## config.mk

```make
export PLATFORM = sky130hd
export DESIGN_NAME = replay_agg_flat
export DESIGN_NICKNAME = d
export VERILOG_FILES = /design/src/rtl/replay_agg_if.sv /design/src/rtl/replay_agg.sv /design/src/flat_wrapper.sv
export SDC_FILE = /design/constraint.sdc
export NUM_CORES = 1
export LEC_CHECK = 0
export CORE_ASPECT_RATIO = 1.25
export CORE_MARGIN = 3
export CORE_UTILIZATION = 30
export CTS_CLUSTER_SIZE = 14
export DETAILED_ROUTE_END_ITERATION = 16
export GPL_TIMING_DRIVEN = 0
export SLEW_MARGIN = 20
export SYNTH_ARGS = -nofsm -noshare
export SYNTH_HDL_FRONTEND = slang
export SYNTH_SLANG_ARGS = --single-unit
```

## constraint.sdc

```tcl
create_clock -name clk -period 1.75 [get_ports clk]
set_input_delay 0.2625 -clock clk [delete_from_list [all_inputs] [get_ports clk]]
set_output_delay 0.2625 -clock clk [all_outputs]
set_load 0.05 [all_outputs]
```

## src/rtl/replay_agg_if.sv

```systemverilog
// Replay aggregator bus: per-slot valid sources in, replay/flush control out.
// Latency: wires only; timing is defined by replay_agg.
// Backpressure: none on io_valid; io_ack closes an outstanding replay.
//
// Ports (as seen by the aggregator, modport slave):
//    io_valid      in   NUM_BLOCKS  per-slot valid/event input
//    io_ack        in   1           consumer acknowledges the replay
//    io_replay     out  1           replay request, held until ack or timeout
//    io_busy       out  1           aggregator not idle
//    io_timeout    out  1           sticky timeout flag
//    io_replay_cnt out  CNT_W       saturating count of replays issued
interface replay_agg_if #(
   parameter int NUM_BLOCKS = 3,
   parameter int CNT_W      = 8
);
   logic [NUM_BLOCKS-1:0] io_valid;
   logic                  io_ack;
   logic                  io_replay;
   logic                  io_busy;
   logic                  io_timeout;
   logic [CNT_W-1:0]      io_replay_cnt;

   // Driver side: pipeline stages and replay consumer.
   modport master (
      output io_valid,
      output io_ack,
      input  io_replay,
      input  io_busy,
      input  io_timeout,
      input  io_replay_cnt
   );

   // Aggregator side.
   modport slave (
      input  io_valid,
      input  io_ack,
      output io_replay,
      output io_busy,
      output io_timeout,
      output io_replay_cnt
   );
endinterface

```

## src/rtl/replay_agg.sv

```systemverilog
// Replay aggregator: reduces N per-slot requests into one held replay pulse.
// Latency: trigger sampled at edge t raises io_replay from t+1 (REG slots add one).
// Backpressure: io_replay held until io_ack or timeout, then HOLDOFF dead cycles.
//
// Ports:
//    clk    in   1  clock
//    reset  in   1  asynchronous, active-high reset
//    bus    slave modport of replay_agg_if (io_valid, io_ack in;
//           io_replay, io_busy, io_timeout, io_replay_cnt out)
module replay_agg #(
   parameter int                    NUM_BLOCKS = 3,
   parameter logic [2*NUM_BLOCKS-1:0] MODES    = 6'b10_01_01,
   parameter bit                    REDUCE_AND = 1'b1,
   parameter int                    TIMEOUT    = 15,
   parameter int                    HOLDOFF    = 2,
   parameter int                    CNT_W      = 8
) (
   input  logic         clk,
   input  logic         reset,
   replay_agg_if.slave  bus
);

   // Per-slot behaviour encodings (2 bits per slot in MODES).
   localparam logic [1:0] MODE_NEVER  = 2'd0;
   localparam logic [1:0] MODE_COMB   = 2'd1;
   localparam logic [1:0] MODE_REG    = 2'd2;
   localparam logic [1:0] MODE_STICKY = 2'd3;

   localparam logic [7:0] TMO_LOAD  = 8'(TIMEOUT);
   localparam logic [7:0] HOLD_LOAD = 8'(HOLDOFF);

   typedef enum logic [1:0] {
      ST_IDLE   = 2'd0,
      ST_REPLAY = 2'd1,
      ST_HOLD   = 2'd2
   } state_t;

   state_t                state_q, state_d;
   logic [7:0]            tmo_q, tmo_d;
   logic [7:0]            hold_q, hold_d;
   logic [CNT_W-1:0]      cnt_q, cnt_d;
   logic                  tout_q, tout_d;

   // One flop per slot; only REG and STICKY slots give it a meaning,
   // the others keep it tied at zero so it folds away.
   logic [NUM_BLOCKS-1:0] slot_q, slot_d;

   logic [NUM_BLOCKS-1:0] req;        // per-slot request r[i]
   logic [NUM_BLOCKS-1:0] and_term;   // AND operand: NEVER slots forced to 1
   logic                  any_active; // at least one slot is not NEVER
   logic                  trigger;
   logic                  start;      // IDLE->REPLAY transition this cycle

   // ------------------------------------------------------------------
   // Slot requests
   // ------------------------------------------------------------------
   always_comb begin
      req        = '0;
      and_term   = '0;
      any_active = 1'b0;
      for (int i = 0; i < NUM_BLOCKS; i++) begin
         case (MODES[2*i +: 2])
            MODE_NEVER: begin
               req[i]      = 1'b0;
               and_term[i] = 1'b1;
            end
            MODE_COMB: begin
               req[i]      = bus.io_valid[i];
               and_term[i] = bus.io_valid[i];
               any_active  = 1'b1;
            end
            default: begin
               // REG and STICKY both present the slot flop.
               req[i]      = slot_q[i];
               and_term[i] = slot_q[i];
               any_active  = 1'b1;
            end
         endcase
      end
   end

   // An all-NEVER configuration must not fire through the empty AND.
   assign trigger = REDUCE_AND ? (any_active & (&and_term)) : (|req);

   // Slot flop next-state. STICKY clears on the start cycle, but a new
   // event arriving in that same cycle wins so it is not lost.
   always_comb begin
      slot_d = '0;
      for (int i = 0; i < NUM_BLOCKS; i++) begin
         case (MODES[2*i +: 2])
            MODE_REG:    slot_d[i] = bus.io_valid[i];
            MODE_STICKY: slot_d[i] = bus.io_valid[i] | (slot_q[i] & ~start);
            default:     slot_d[i] = 1'b0;
         endcase
      end
   end

   // ------------------------------------------------------------------
   // Handshake FSM
   // ------------------------------------------------------------------
   always_comb begin
      state_d = state_q;
      tmo_d   = tmo_q;
      hold_d  = hold_q;
      cnt_d   = cnt_q;
      tout_d  = tout_q;
      start   = 1'b0;

      case (state_q)
         ST_IDLE: begin
            if (trigger) begin
               start   = 1'b1;
               state_d = ST_REPLAY;
               tmo_d   = TMO_LOAD;
               if (cnt_q != {CNT_W{1'b1}}) begin
                  cnt_d = cnt_q + CNT_W'(1);
               end
            end
         end

         ST_REPLAY: begin
            // tmo_q counts the remaining no-ack cycles after this one;
            // reaching zero without ack ends the replay. Ack is tested
            // first so it wins over a simultaneous expiry.
            if (bus.io_ack || (tmo_q == 8'd0)) begin
               if (!bus.io_ack) begin
                  tout_d = 1'b1;
               end
               hold_d  = HOLD_LOAD;
               state_d = (HOLD_LOAD == 8'd0) ? ST_IDLE : ST_HOLD;
            end else begin
               tmo_d = tmo_q - 8'd1;
            end
         end

         ST_HOLD: begin
            // hold_q holds the dead cycles left including this one.
            hold_d = (hold_q == 8'd0) ? 8'd0 : (hold_q - 8'd1);
            if (hold_q <= 8'd1) begin
               state_d = ST_IDLE;
            end
         end

         default: begin
            state_d = ST_IDLE;
         end
      endcase
   end

   always_ff @(posedge clk or posedge reset) begin
      if (reset) begin
         state_q <= ST_IDLE;
         tmo_q   <= 8'd0;
         hold_q  <= 8'd0;
         cnt_q   <= '0;
         tout_q  <= 1'b0;
         slot_q  <= '0;
      end else begin
         state_q <= state_d;
         tmo_q   <= tmo_d;
         hold_q  <= hold_d;
         cnt_q   <= cnt_d;
         tout_q  <= tout_d;
         slot_q  <= slot_d;
      end
   end

   // Outputs decode registered state only, so reset drops them at once.
   assign bus.io_replay     = (state_q == ST_REPLAY);
   assign bus.io_busy       = (state_q != ST_IDLE);
   assign bus.io_timeout    = tout_q;
   assign bus.io_replay_cnt = cnt_q;

endmodule

```

## src/flat_wrapper.sv

```systemverilog
// flat-port wrapper written by rule: the top's interface ports become plain ports
module replay_agg_flat 
#(
   parameter int                    NUM_BLOCKS = 3,
   parameter logic [2*NUM_BLOCKS-1:0] MODES    = 6'b10_01_01,
   parameter bit                    REDUCE_AND = 1'b1,
   parameter int                    TIMEOUT    = 15,
   parameter int                    HOLDOFF    = 2,
   parameter int                    CNT_W      = 8
)
  (clk, reset, bus_io_valid, bus_io_ack, bus_io_replay, bus_io_busy, bus_io_timeout, bus_io_replay_cnt);
  replay_agg_if #(.NUM_BLOCKS(NUM_BLOCKS), .CNT_W(CNT_W)) bus_i ();
  input  logic clk;
  input  logic reset;
  input wire logic [$bits(bus_i.io_valid)-1:0] bus_io_valid;
  input wire logic [$bits(bus_i.io_ack)-1:0] bus_io_ack;
  output wire logic [$bits(bus_i.io_replay)-1:0] bus_io_replay;
  output wire logic [$bits(bus_i.io_busy)-1:0] bus_io_busy;
  output wire logic [$bits(bus_i.io_timeout)-1:0] bus_io_timeout;
  output wire logic [$bits(bus_i.io_replay_cnt)-1:0] bus_io_replay_cnt;
  assign bus_i.io_valid = bus_io_valid;
  assign bus_i.io_ack = bus_io_ack;
  assign bus_io_replay = bus_i.io_replay;
  assign bus_io_busy = bus_i.io_busy;
  assign bus_io_timeout = bus_i.io_timeout;
  assign bus_io_replay_cnt = bus_i.io_replay_cnt;
  replay_agg #(.NUM_BLOCKS(NUM_BLOCKS), .MODES(MODES), .REDUCE_AND(REDUCE_AND), .TIMEOUT(TIMEOUT), .HOLDOFF(HOLDOFF), .CNT_W(CNT_W)) u_core (.clk(clk), .reset(reset), .bus(bus_i));
endmodule
```

# Word level (Yosys, flattened, before mapping)
# Cells that the tools add are included.
[classes]
eq_ne = 7
n_bitwise = 1
n_reduce_logical = 13
add_sub_neg = 3
n_lt_le_gt_ge = 1
muxes = 10
[op_table]
columns = ["op", "n"]
rows = [
  ["two-way mux 8 bit", 4],
  ["case mux 8 bit (2 select lines)", 2],
  ["logical NOT 8 bit", 2],
  ["subtractor 8 x 1 -> 8 bit (second input constant)", 2],
  ["AND reduction 3 bit", 4],
  ["adder 8 x 1 -> 8 bit (second input constant)", 1],
  ["<= comparator 8 x 1 -> 1 bit (second input constant)", 1],
  ["!= test 8 bit (second input constant)", 1],
  ["two-way mux 2 bit", 3],
  ["!= test 2 x 1 -> 1 bit (second input constant)", 3],
  ["case mux 2 bit (3 select lines)", 1],
  ["nonzero test 2 bit", 3],
  ["AND reduction 5 bit", 1],
  ["== test 2 x 1 -> 1 bit (second input constant)", 1],
  ["== test 2 bit (second input constant)", 1],
  ["logical NOT 2 bit", 1],
  ["!= test 2 bit (second input constant)", 1],
  ["AND reduction 2 bit", 1],
  ["logical OR 1 bit", 1],
  ["NOT 1 bit", 1],
]
[word_totals]
reg_bits = 28
input_bits = 6
out_inout_bits = 11
elab_cells = 41

# Logic depth before layout (Yosys ltp)
# Gate-level depths: netlist (run 1).
[logic_depth]
word_depth = 4
depth_mapped = 6
ltp_nobuf = 6

# Worst setup path before layout (run 1)
# OpenSTA, ideal clock, no wires.
[synth_path]
path_type = "flip-flop to flip-flop"
startpoint = "reg u_core.cnt_q[0] (netlist: u_core.bus.io_replay_cnt[0])"
endpoint = "reg u_core.cnt_q[6] (netlist: u_core.bus.io_replay_cnt[6])"
setup_ns = 0.082
path_slack_ns = -0.116
path_buffers = 0
path_stages_with_launch = 6
arrival_time_ns = 1.784
synth_period_minus_slack_ns = 1.866
required_ns = 1.668
path_cell_list = "dfrtp_1 > ha_1 > nand3_1 > or4b_4 > nor2_2 > xor2_1"
[synth_between]
elab_chain_cells = 2
[synth_lines]
columns = ["element", "line", "text"]
rows = [
  ["from (decl)", "replay_agg.sv:41", "logic [CNT_W-1:0] cnt_q, cnt_d;"],
  ["from (signal assigned)", "replay_agg.sv:162", "cnt_q <= cnt_d;"],
  ["branches (longest 2 deep; another with adder 8 x 1 -> 8 bit)", "--", ""],
]
# Parallel ways; which one is timed is not known.
# A chain may end at the register's enable or synchronous reset.

# Worst setup path in the final report (run 1)
[layout_path]
startpoint = "reg u_core.hold_q[0]"
endpoint = "reg u_core.hold_q[6]"
[layout_between]
elab_chain_cells = 3
[layout_lines]
columns = ["element", "line", "text"]
rows = [
  ["from (decl)", "replay_agg.sv:40", "logic [7:0] hold_q, hold_d;"],
  ["from (signal assigned)", "replay_agg.sv:161", "hold_q <= hold_d;"],
  ["subtractor 8 x 1 -> 8 bit / logical NOT 8 bit (equally long branches)", "replay_agg.sv:138", "hold_d = (hold_q == 8'd0) ? 8'd0 : (hold_q - 8'd1);"],
  ["two-way mux 8 bit *", "replay_agg.sv:138", ""],
  ["case mux 8 bit (2 select lines) *", "replay_agg.sv:109", "case (state_q)"],
]
# Mark *: on every way between the ends. The rest lies on a longest branch, timed or not.

==> results.txt, run 1 <==
The via density per instance came out at ~5.0. The final setup violation count came out at 1. The number of buffers added by the clock tree synthesis step came out at 3. The flow ran to the end, but the final reports show violations.

Measured along the y axis, the die boundary spans 85.4 um. The number of hold violations in the final report came out at 0. The proportion of register bits with asynchronous set or reset after synthesis came out at 100%. The worst-case vdd ir drop came out at 0.000831 V. Setup repair after global routing could not meet its margin everywhere. The routed wire length on met2 came out at 1.59 mm. The tightest min-delay check is of the input port to async pin type. The root cell of the clock tree is clkbuf_8. The share of post-route cells with drive strength above 1 came out at 31.3%. Synthesis instantiated 43 different standard cells from the library. The kind of end point of the critical path is a register. The leakage power is 0.924 nW. The floorplan row count is 28. The cell type with the largest total area after synthesis is dfrtp_1.

The repair_antennas step left the layout with diodes totalling 0. The area added between synthesis and finish came out at 32.4%. Yosys printed 0 warnings. The critical setup path kind is register to register. STA classifies the critical path startpoint as a register.

In this run the top signal layer used is met4. The global-route wire length before repair came out at 5.35 mm. The final worst clock skew came out at 0.00240 ns. The overall fraction of global-route tracks in use is 10.8%. The initial utilization of the core area, before any placement, comes to between 30% and 40%. After layout, the minimum clock period comes to 1.81 ns. Detailed routing inserted a total of 1204 vias.

The remaining number of nets flagged by the antenna check after routing is 0. The final reports fail on setup timing. The global-route congestion overflow total came out at 0. In the final routing, the length of wire on met1 measures 1.44 mm. TritonCTS built the clock tree.

Hold repair after CTS inserted 0 buffers. The most used flip-flop cell after synthesis is dfrtp_1. The data arrival at the endpoint of the critical path came out at 1.97 ns.

The first-iteration detailed-routing DRC count came out at just over 50. The max-slew violation count came to 0. The final weighted congestion in routability-driven placement is 0.733. The count of max-cap constraint violations came out at 0. The sum of met3 wire segment lengths after detailed routing came out at 56 um.

Among all cell types in the netlist, the one instantiated most often is dfrtp_1. Synthesis inferred 28 register bits. The number of buffers on the longest clock path is 2.

The clock latency at the later pin of the worst-skew pair came out at 0.27 ns. The slew of the pin with the lowest slew margin came out at 0.572 ns. The post-route clock period utilization came out at 103%.

The post-synth net total came out at 158. Measured on the finished design, the core utilization comes to 41.7%. The final worst hold slack is roughly 0.36 ns. The net count of the finished layout came out at 195. The final worst slack is -0.0552 ns. Summed over all layers, the routed wires come to 3.10 mm. The maximum fanout along the worst path came out at 2.

17 I/O pins were placed. The required time reported for the critical path endpoint is 1.91 ns. The sum of net half-perimeters after detailed placement came out at roughly 2.0 mm.

In this run the tightest slew margin relative to its limit is 61.8%. The width of the die came out at 69.5 um. The synthesized instance count is 146. The via count of the first global-routing pass came out at around 1200. The maximum number of pins on one net before global-route repair is 29. The die covers 5940 um^2. The clock-pin slew on the worst setup and hold paths came out at 0.09 ns. The total iterations of the first detailed-routing run is 4. CTS built an H-tree with a depth of 1. For this run, design rule violations remaining after detail routing come to 0. The cell area power density is 1340 nW/um^2. The fraction of post-synthesis cell area in the top cell type by area is 46.3%. The accumulated negative setup slack is -0.0552 ns.

The clock sink count is 28. The number of buffer cells added on primary ports is 16. The commonest cells after synthesis are dfrtp_1 (28), nor2_1 (13), nand2_1 (9), nor3_1 (9), inv_1 (7). The portion of the post-synthesis area used by sequential elements came out at 46.3%. The floorplan step defined a core boundary enclosing 4800 um^2. The average wire per cell in the routed design is 12.8 um. The number of enable flip-flop cells after synthesis came out at 0.

In this run the mean area of a mapped cell was 10.4 um^2. The initial antenna violation count came to 0. The post-synthesis cell area is 1510 um^2. The achievable frequency came out at 0.554 GHz. After synthesis, the cell types taking the most area are dfrtp_1 (46%), ha_1 (5.0%), nor2_1 (3.2%).
repair_timing:
item | CTS | global route
setup buffers | 10 | 6
pin swaps | 7 | 9
setup endpoints to repair | 20 | 12
gates resized for setup | 25 | 16
cells in the final DEF, fill, tap and decap left out, drive strengths merged, types with 3 or more instances in the layout:
cell,synthesis,layout
inv,7,7
buf,1,18
nor3b,3,3
nand2,9,9
o211ai,3,3
nor2,14,14
clkdlybuf4s50,0,5
nand4,5,5
nand3,5,5
xnor2,5,5
a211o,4,4
xor2,5,5
and3,4,4
dfrtp,28,28
a21oi,5,5
dlygate4sd2,0,7
mux2,3,3
nor3,11,11
ha,6,6
clkbuf,0,4
kinds of logic (layout without fill, tap and decap cells):
kind of cell | count (synthesis) | in the layout | share of synthesized area [%]
AOI/OAI and AO/OA | 25 | 25 | 12.7
adders and majority gates | 6 | 6 | 4.96
DFF | 28 | 28 | 46.3
and+or+nand+nor | 64 | 64 | 24.6
buffers and inverters | 8 | 44 | 2.07
muxes | 5 | 5 | 3.56
xor gates and xnor gates | 10 | 10 | 5.79
stage by stage:
| step | area (um^2) | setup slack, ns | total power, mW | instances |
|---|---|---|---|---|
| 4_1_cts | 1910 | -0.0723 | 2.57 | 236 |
| 3_3_place_gp | 1760 | -0.236 | 2.04 | 222 |
| 6_report | 2000 | -0.0552 | 2.68 | 242 |
| 2_1_floorplan | 1520 | -0.100 | 1.75 | 146 |
| 5_1_grt | 2000 | -0.110 | 2.87 | 242 |
| 3_5_place_dp | 1760 | -0.237 | 2.05 | 222 |
final cells by class:
class                           count  area [um^2]
Sequential cell                    28          707
Clock buffer                        4         45.0
Fill cell                         473         2800
Timing Repair Buffer               32          273
Multi-Input combinational cell    110          872
Buffer                              1         5.00
Inverter                            7         26.3
Tap cell                           60         75.1
path summary, 6_finish.rpt:
kind | cells past startpoint | start | endpoint | slack [ns]
worst max-delay path | 6 | u_core.hold_q[0] | u_core.hold_q[6] | -0.06
worst min-delay path | 2 | reset | u_core.bus.io_replay_cnt[5] | 0.36
worst max register to register | 6 | u_core.hold_q[0] | u_core.hold_q[6] | -0.06
worst min register to register | 1 | u_core.bus.io_timeout | u_core.bus.io_timeout | 0.48
max in group asynchronous | 2 | reset | u_core.state_q[0] | 0.97
min in group clk | 1 | bus_io_valid[2] | u_core.slot_q[2] | 0.42
critical path: stages (launching register included):
cell and delay (ns):
dfrtp_1 0.40, inv_2 0.08, ha_4 0.13, or3b_4 0.37, or3_4 0.34, and3_4 0.15
a211o_1 0.22
report_power, final:
part,internal [mW],total [mW],switching [mW]
sequential,0.814,1.00,0.189
clock,0.163,0.357,0.194
combinational,0.606,1.32,0.718
total,1.58,2.68,1.10
state kept, by name, indices dropped and copies added (netlist names):
register and count:
u_core.slot_q 1, u_core.tmo_q 8, u_core.bus.io_replay_cnt 8, u_core.bus.io_timeout 1
u_core.hold_q 8, u_core.state_q 2
metal layers:
metal	GRT usage [%]	vias to the layer above
li1	-	608
met5	0	-
met1	13.8	582
met3	1.42	2
met2	18.8	12
met4	3.20	0
Note: power is estimated with default switching activity, not from simulation.
==> run 2: changes to the inputs <==
Clock period 1.75 ns to 2.2 ns, I/O delays scaled along.
==> run 2 against run 1 <==
  * The flow now finishes without violations
  * Global-route usage decreased by 0.30 points
  * Register-to-register slack improved by 0.26 ns
  * Clock-buffer cell count decreased by 1
  * Routed wire length decreased by 11%
  * Flip-flop and latch count unchanged
  * Via count decreased by 7.1%
  * Design area decreased by 8.7%
  * Power decreased by 25%
  * Clock power increased by 13%
  * Clock skew increased by 0.0033 ns
==> results.txt, run 2 (synthesized netlist as in run 1, its figures left out) <==
The clock latency at the later pin of the worst-skew pair is 0.27 ns. The area growth from synthesis to layout is 20.9%. The initial antenna violation count is 0. The largest individual stage delay along the critical path comes from the cell dfrtp_1. The sequential cells in the finished layout cover a total of 701 um^2.

After floorplanning, the core was divided into 28 placement rows. The maximum fanout along the worst path is 8. The count of max-cap constraint violations came out at 0.

Setup repair after global routing left no endpoint under its margin. The worst-case vdd ir drop came out at ~0.00057 V. The instance area at placement is roughly 1700 um^2.

The die covers just under 6000 um^2. The overall fraction of global-route tracks in use is about a tenth. The kind of end point of the critical path is a register.

Setup violations remaining at the end of the flow were counted as 0. The class of the tightest hold or removal check is input port to async pin. The initial cell density of the core came out at 31.5%. The multi-input gate area in the final layout is just under 800 um^2. The required time reported for the critical path endpoint came out at 2.36 ns.

The global-route congestion overflow total is 0. The clock-pin slew on the worst setup and hold paths came out at 0.10 ns. The root cell of the clock tree is clkbuf_8. Routability-driven placement finished with a final weighted congestion of 0.759. STA classifies the critical path startpoint as a register. The number of buffers inserted for hold repair after clock tree synthesis came out at 0.

The clock period could shrink to between 1.5 and 2 ns. The core footprint is approximately 4800 um^2. The sum of net half-perimeters after detailed placement is 2.03 mm.

Walking the worst path, the cells encountered are inv_1 -> ha_1 -> nor3b_2 -> a21oi_2 -> o21a_1 -> a221o_1. The run finished with clean final reports. The library cell used most frequently in the layout, excluding fill and tap cells, is dfrtp_1. The net count of the finished layout is 179. The detailed router finished its first iteration with 69 violations. Headroom to the max-slew limit came out at between 60% and 70%. In this run the tool buffered the top-level ports with 16 buffer cells. The width of the die came out at 69.5 um.

The max-slew violation count is 0. The total iterations of the first detailed-routing run came out at 4. Fill cells in the final layout number 484.

Dividing the detail-routed wire length by the instance count gives 12.2 um. CTS built an H-tree with a depth of 1. For this design, the sink count on the clock tree is 28. The global-route wire length before repair came out at 5.06 mm. The post-route clock period utilization is 90.6%. The via total after detailed routing is 1118. 17 I/O pins were placed. The number of hold violations in the final report is 0.

The final non-filler cell area came out at 1830 um^2. The accumulated negative setup slack came out at 0 ns. After detailed routing, the number of vias per cell comes to roughly 5. The cell area power density came out at 1100 nW/um^2. The wire length reported by the detailed router came out at about 2.8 mm. The final worst clock skew is 0.00575 ns. The share of post-route cells with drive strength above 1 came out at 12.7%.

For the pin with the worst max-slew slack, the measured transition is 0.593 ns. In this design, the stage delay of the slowest critical-path cell is 0.44 ns. The number of buffers added by the clock tree synthesis step came out at 3. In this run the critical register-to-register path is launched from u_core.tmo_q[0]. The remaining number of nets flagged by the antenna check after routing is 0. The achievable frequency came out at 0.502 GHz. The die span in y came out at 85.4 um. TritonCTS built the clock tree. The via count of the first global-routing pass was approximately 1100.

The leakage power came out at 0.838 nW. The completed layout was analyzed and its total power is 2.00 mW. At the worst endpoint, the arrival time is about 2.2 ns. The number of buffers on the longest clock path came out at 2. In the layout the commonest cells are dfrtp_1 (28), clkdlybuf4s50_1 (14), nor2_1 (13). The setup path with the least slack is of type register to register.

Entering global routing, the biggest net connects 29 pins. After detailed routing, the number of remaining DRC violations is 0. Tracing the worst setup path back leads to its startpoint at u_core.tmo_q[0]. The count of antenna diodes in the layout came out at 0.
==> run 2: cell count changes in the layout (fill, tap and decap cells not counted), moves of 4 or more <==
cell,delta
dfrtp_1,+5
inv_1,+4
dfrtp_2,-5
inv_2,-4
dlygate4sd2_1,-7
buf_4,-16
clkdlybuf4s50_1,+9
==> run 2: worst max-delay path, delay by kind of cell (launching register included) <==
| kind | cells | cell delay [ns] |
|---|---|---|
| AND/OR/NAND/NOR | 1 | 0.30 |
| adder cells (fa/ha/maj) | 1 | 0.19 |
| flip-flops | 1 | 0.44 |
| buffers and inverters | 1 | 0.10 |
| AO/OA/AOI/OAI | 3 | 0.86 |
==> run 2: area by class of cell <==
class	instances	area share (%)
buffer	1	0.274
clock buffer	3	2.26
clock inverter	1	1.64
inverter	7	1.44
multi-input combinational	110	43.0
sequential	28	38.3
tap	60	4.10
timing repair buffer	16	9.03
==> run 2: what timing repair did <==
item / 4_1_cts / 5_1_grt
buffers inserted: 0 / 0
setup endpoints to repair: 0 / 9
resized for setup: 0 / 3
==> run 2: report_power, final <==
part / switching, mW / internal (mW) / total [mW]
clock: 0.161 / 0.244 / 0.404
combinational: 0.469 / 0.331 / 0.801
sequential: 0.157 / 0.642 / 0.799
==> run 2: through the flow <==
stage / worst slack, ns / instances / util (%) / hold slack [ns]
detailed placement: 0.0451 / 222 / 36.4 / 0.459
global placement: 0.0509 / 222 / 36.4 / 0.460
global route: 0.0909 / 226 / 38.1 / 0.468
CTS: 0.00753 / 226 / 37.9 / 0.447
floorplan: 0.334 / 146 / - / 0.361
finish: 0.208 / 226 / 38.1 / 0.419
==> run 2: per-layer routing <==
metal,track usage [%],up-vias,wire [um]
met2,17.3,14,1280
met1,13.4,530,1350
met4,4.44,0,46
met5,0,-,0
met3,1.90,4,81
li1,-,570,-
==> run 2: path summary, 6_finish.rpt <==
check | endpoint | slack (ns) | cells after the start
min in group clk | u_core.bus.io_timeout | 0.47 | 1
min reg2reg | u_core.bus.io_timeout | 0.47 | 1
max in group asynchronous | u_core.state_q[0] | 1.40 | 2
max | u_core.hold_q[2] | 0.21 | 6
min | u_core.bus.io_replay_cnt[7] | 0.42 | 2
max reg2reg | u_core.hold_q[2] | 0.21 | 6
==> edit 1: new RTL, flow settings as in run 1 <==
`CNT_W` is set to 8 in 3 places; all go to 12.
--- a/src/rtl/replay_agg_if.sv
+++ b/src/rtl/replay_agg_if.sv
@@ -12,5 +12,5 @@
 interface replay_agg_if #(
    parameter int NUM_BLOCKS = 3,
-   parameter int CNT_W      = 8
+   parameter int CNT_W      = 12
 );
    logic [NUM_BLOCKS-1:0] io_valid;
--- a/src/rtl/replay_agg.sv
+++ b/src/rtl/replay_agg.sv
@@ -14,5 +14,5 @@
    parameter int                    TIMEOUT    = 15,
    parameter int                    HOLDOFF    = 2,
-   parameter int                    CNT_W      = 8
+   parameter int                    CNT_W      = 12
 ) (
    input  logic         clk,
--- a/src/flat_wrapper.sv
+++ b/src/flat_wrapper.sv
@@ -7,5 +7,5 @@
    parameter int                    TIMEOUT    = 15,
    parameter int                    HOLDOFF    = 2,
-   parameter int                    CNT_W      = 8
+   parameter int                    CNT_W      = 12
 )
   (clk, reset, bus_io_valid, bus_io_ack, bus_io_replay, bus_io_busy, bus_io_timeout, bus_io_replay_cnt);
Ports: changed (resized bus_io_replay_cnt); port bits go from 17 to 21. No check against the original RTL was run, so the function may have changed too.
==> edit 1 against run 1 <==
- final area is 8.5% higher
- worst setup slack better by 0.057 ns
- count of clock-buffer cells in the layout is 2 higher
- maximum frequency is 3.3% higher
- wire length is 17% higher
- sequential cell count is 4 higher
- total power is 9.7% higher
- sequential power is 11% higher
- sequential share of layout area is 2.1 points higher
- critical path depth stayed put
- non-clock buffer count is 1 lower
- area after synthesis is 11% higher
- critical endpoint is now u_core.hold_q[7]$_DFFE_PP0P_
==> edit 1: results (changes against run 1) <==
- Clock Buffer Count: 6 (+2)
- Post-DP HPWL: 2440 um (+20%)
- Multi-Input Combinational: 123 (+12%)
- Share of cells above drive strength 1: 0.250 (-0.0632)
- Skew final: 0.00702 ns (+0.00462 ns)
- Metal-1 WL: 1670 um (+16%)
- Synth top area cells: dfrtp_1 48%, xnor2_1 4.7%, ha_1 4.5%
- Slowest cell on crit path: or3b_4
- Hold slack: 0.400 ns (+0.0399 ns)
- CTS HTree Levels: 2 (+1)
- Slew HR: 0.553 (-0.0656)
- Area of the multi-input gates: 911 um^2 (+4.4%)
- I/O Buffers: 20 (+4)
- Inverters: 6 (-1)
- Top delay family on crit path: compound AO/OA/AOI/OAI gates
- Design area: 2170 um^2 (+8.5%)
- Synth top cells by count: 32 x dfrtp_1, 12 x nand2_1, 11 x nor2_1, 9 x nand3_1, 9 x xnor2_1
- WL met2: 1750 um (+9.9%)
- Outcome: finished, final reports clean
- All-Layer GR Usage: 0.125 (+0.0172)
- Synth Area in Adders: 0.0448 (-0.00482)
- Vias/cell: 5.27 (+6.0%)
- Synthesized net count: 175 (+11%)
- M1 GR Usage: 0.160 (+0.0219)
- Maximum VDD drop: 740 uV (-11%)
- Leakage Power: 0.973 nW (+5.3%)
- CTS Buf Count: 5 (+2)
## edit 1: cell types whose count changed after synthesis, sizes merged, moves of 3 or more
cell,run 1,this run
nor3,11,6
dfrtp,28,32
nand3,5,9
xor2,5,0
nand2,9,12
xnor2,5,9
nor2,14,11
and4,0,4
## edit 1: what timing repair did
item,4_1_cts,5_1_grt
hold buffers,0,0
pin swaps,3,8
setup endpoints to repair,22,14
setup buffers,6,4
resized for setup,23,10
## edit 1: report_power, final
| group | leakage (nW) | internal (mW) | switching, mW | total, mW |
|---|---|---|---|---|
| logic | 0.538 | 0.531 | 0.766 | 1.30 |
| registers | 0.394 | 0.921 | 0.194 | 1.11 |
| clock network | 0.0410 | 0.270 | 0.264 | 0.534 |
## edit 1: per-stage QoR
| stage | TNS (ns) | std cells |
|---|---|---|
| 2_1_floorplan | -0.0681 | 163 |
| 5_1_grt | -0.212 | 262 |
| 3_5_place_dp | -0.508 | 245 |
| 6_report | 0 | 262 |
| 4_1_cts | 0 | 258 |
| 3_3_place_gp | -3.32 | 245 |
==> edit 2: new RTL, flow settings as in run 1 <==
Without the edit above. Make the reset (`reset`) synchronous in one clocked block. Comments in the files are not updated.
--- a/src/rtl/replay_agg.sv
+++ b/src/rtl/replay_agg.sv
@@ -148,5 +148,5 @@
    end
 
-   always_ff @(posedge clk or posedge reset) begin
+   always_ff @(posedge clk) begin
       if (reset) begin
          state_q <= ST_IDLE;
Behaviour: differs if reset is asserted again (counterexample within 4 cycles, from zero or initial values and one cycle with reset high); with reset held inactive, the same outputs for 10 cycles.
==> edit 2 against run 1 <==
- core utilization down 2.5 points
- worst setup slack better by 0.064 ns
- final area decreased by 5.2%
- wire length grew 9.9%
- first-iteration DRC count unchanged
- area after synthesis increased by 0.91%
- sequential cell count did not move
- global-route usage grew 0.46 points
- critical path depth unchanged
- largest cell class unchanged
Power is not compared: it rests on default switching activity, and its combinational part moved more than twofold at a synthesized area within 25%.
==> edit 2: results (changes against run 1) <==
- Top_reg_cell synth: dfxtp_1
- Syn_area_per_cell: 8.87 um^2 (-14%)
- Placed cells: 247 (+11%)
- Synth Area in Adders: 0.0492 (-0.000447)
- Max incr delay on CP: 0.42 ns (+0.02 ns)
- Fraction of registers with async set/reset: 0 (-1.00)
- Vias in the first global route: 1225 (+2.3%)
- Skew final: 0.00546 ns (+0.00306 ns)
- Reg clk slew, reported paths: 0.10 ns
- Metal-1 WL: 1510 um (+5.0%)
- Vias/cell: 5.43 (+9.2%)
- I/O Buffers: 15 (-1)
- Antenna Cells: 0 (unchanged)
- Slowest cell on crit path: or3b_4
- RR Startpoint: u_core.tmo_q[0]$_SDFFE_PP0P_
- Dpl ws: -0.308 ns (-0.0711 ns)
- Routed len/inst: 13.5 um (+5.2%)
- CP endpoint kind: register
- Antenna violations before repair: 0 (unchanged)
- M1 GR Usage: 0.142 (+0.00403)
- Worst Max-Slew Pin Slew: 0.529 ns (-0.0433 ns)
- Reg2Reg Depth: 6 (unchanged)
- Share of cells above drive strength 1: 0.176 (-0.137)
- Hold slack: 0.470 ns (+0.110 ns)
- Fmax: 574 MHz (+3.7%)
- Seq/Total Area, Yosys: 0.367 (-0.0960)
- Outcome: finished, final reports clean
- R2R Setup Slk: 0.009 ns (+0.06 ns)
- M2 GR Usage: 0.191 (+0.00339)
- Total length of routed wires: 3410 um (+9.9%)
- Fillers: 507 (+7.2%)
- Met3 Resource Use GR: 0.0211 (+0.00688)
- Post-DP HPWL: 2390 um (+18%)
- Hold Path Class: input pin to register
- WL met2: 1680 um (+5.7%)
- DR WL met3: 184 um (+230%)
- Gp weighted congestion: 0.749 (+2.2%)
- Synth top cells by count: 28 x dfxtp_1, 16 x a21oi_1, 13 x nand2_1, 13 x nor2_1, 9 x nor3_1
- Power Internal: 0.918 mW
- Design area: 1900 um^2 (-5.2%)
- Largest net degree at the start of global routing: 16 (-45%)
- Critical Path Source Type: register
- CP Max Fanout: 6 (+4)
- # nets final: 206 (+5.6%)
- All-Layer GR Usage: 0.112 (+0.00461)
- Count of cell types in the netlist: 46 (+7.0%)
- Synth top area cells: dfxtp_1 37%, a21oi_1 5.2%, ha_1 4.9%
- Xor/xnor share of the synthesized area: 0.0115 (-0.0464)
- Compound-Gate Fraction of Synth Area: 0.268 (+0.141)
- First-pass GRT wire length: 5570 um (+4.1%)
- Top delay family on crit path: compound AO/OA/AOI/OAI gates
- Pwr Total: 1.23 mW
- Synthesized net count: 184 (+16%)
- Origin of the worst min-delay path: reset
- R2r endpoint: u_core.hold_q[1]$_SDFFE_PP0P_
- Post-synthesis mux area share: 0.0303 (-0.00524)
- Placed inst area: 1750 um^2 (about the same)
## edit 2: power by group through the flow
stage | clock network, mW | registers, mW | logic, mW
floorplan | 0 | 0.678 | 0.108
global placement | 0 | 0.676 | 0.148
detailed placement | 0 | 0.676 | 0.148
CTS | 0.422 | 0.662 | 0.151
global route | 0.446 | 0.663 | 0.176
finish | 0.405 | 0.661 | 0.159
## edit 2: cell type report
class                           count  share of cell area
Tap cell                           60              0.0395
Buffer                              6              0.0119
Clock buffer                        4              0.0290
Inverter                            7              0.0165
Sequential cell                    28               0.300
Multi-Input combinational cell    130               0.511
Timing Repair Buffer               18              0.0916
## edit 2: tightest hold or removal path, stage by stage
cell and delay, ns:
clkbuf_1 0.17, nor2b_1 0.14, mux2_2 0.14
## edit 2: repair_timing
action	4_1_cts	5_1_grt
setup buffers	1	2
gates resized for setup	11	20
hold buffers	0	0
pin swaps	1	4
setup endpoints to repair	19	20
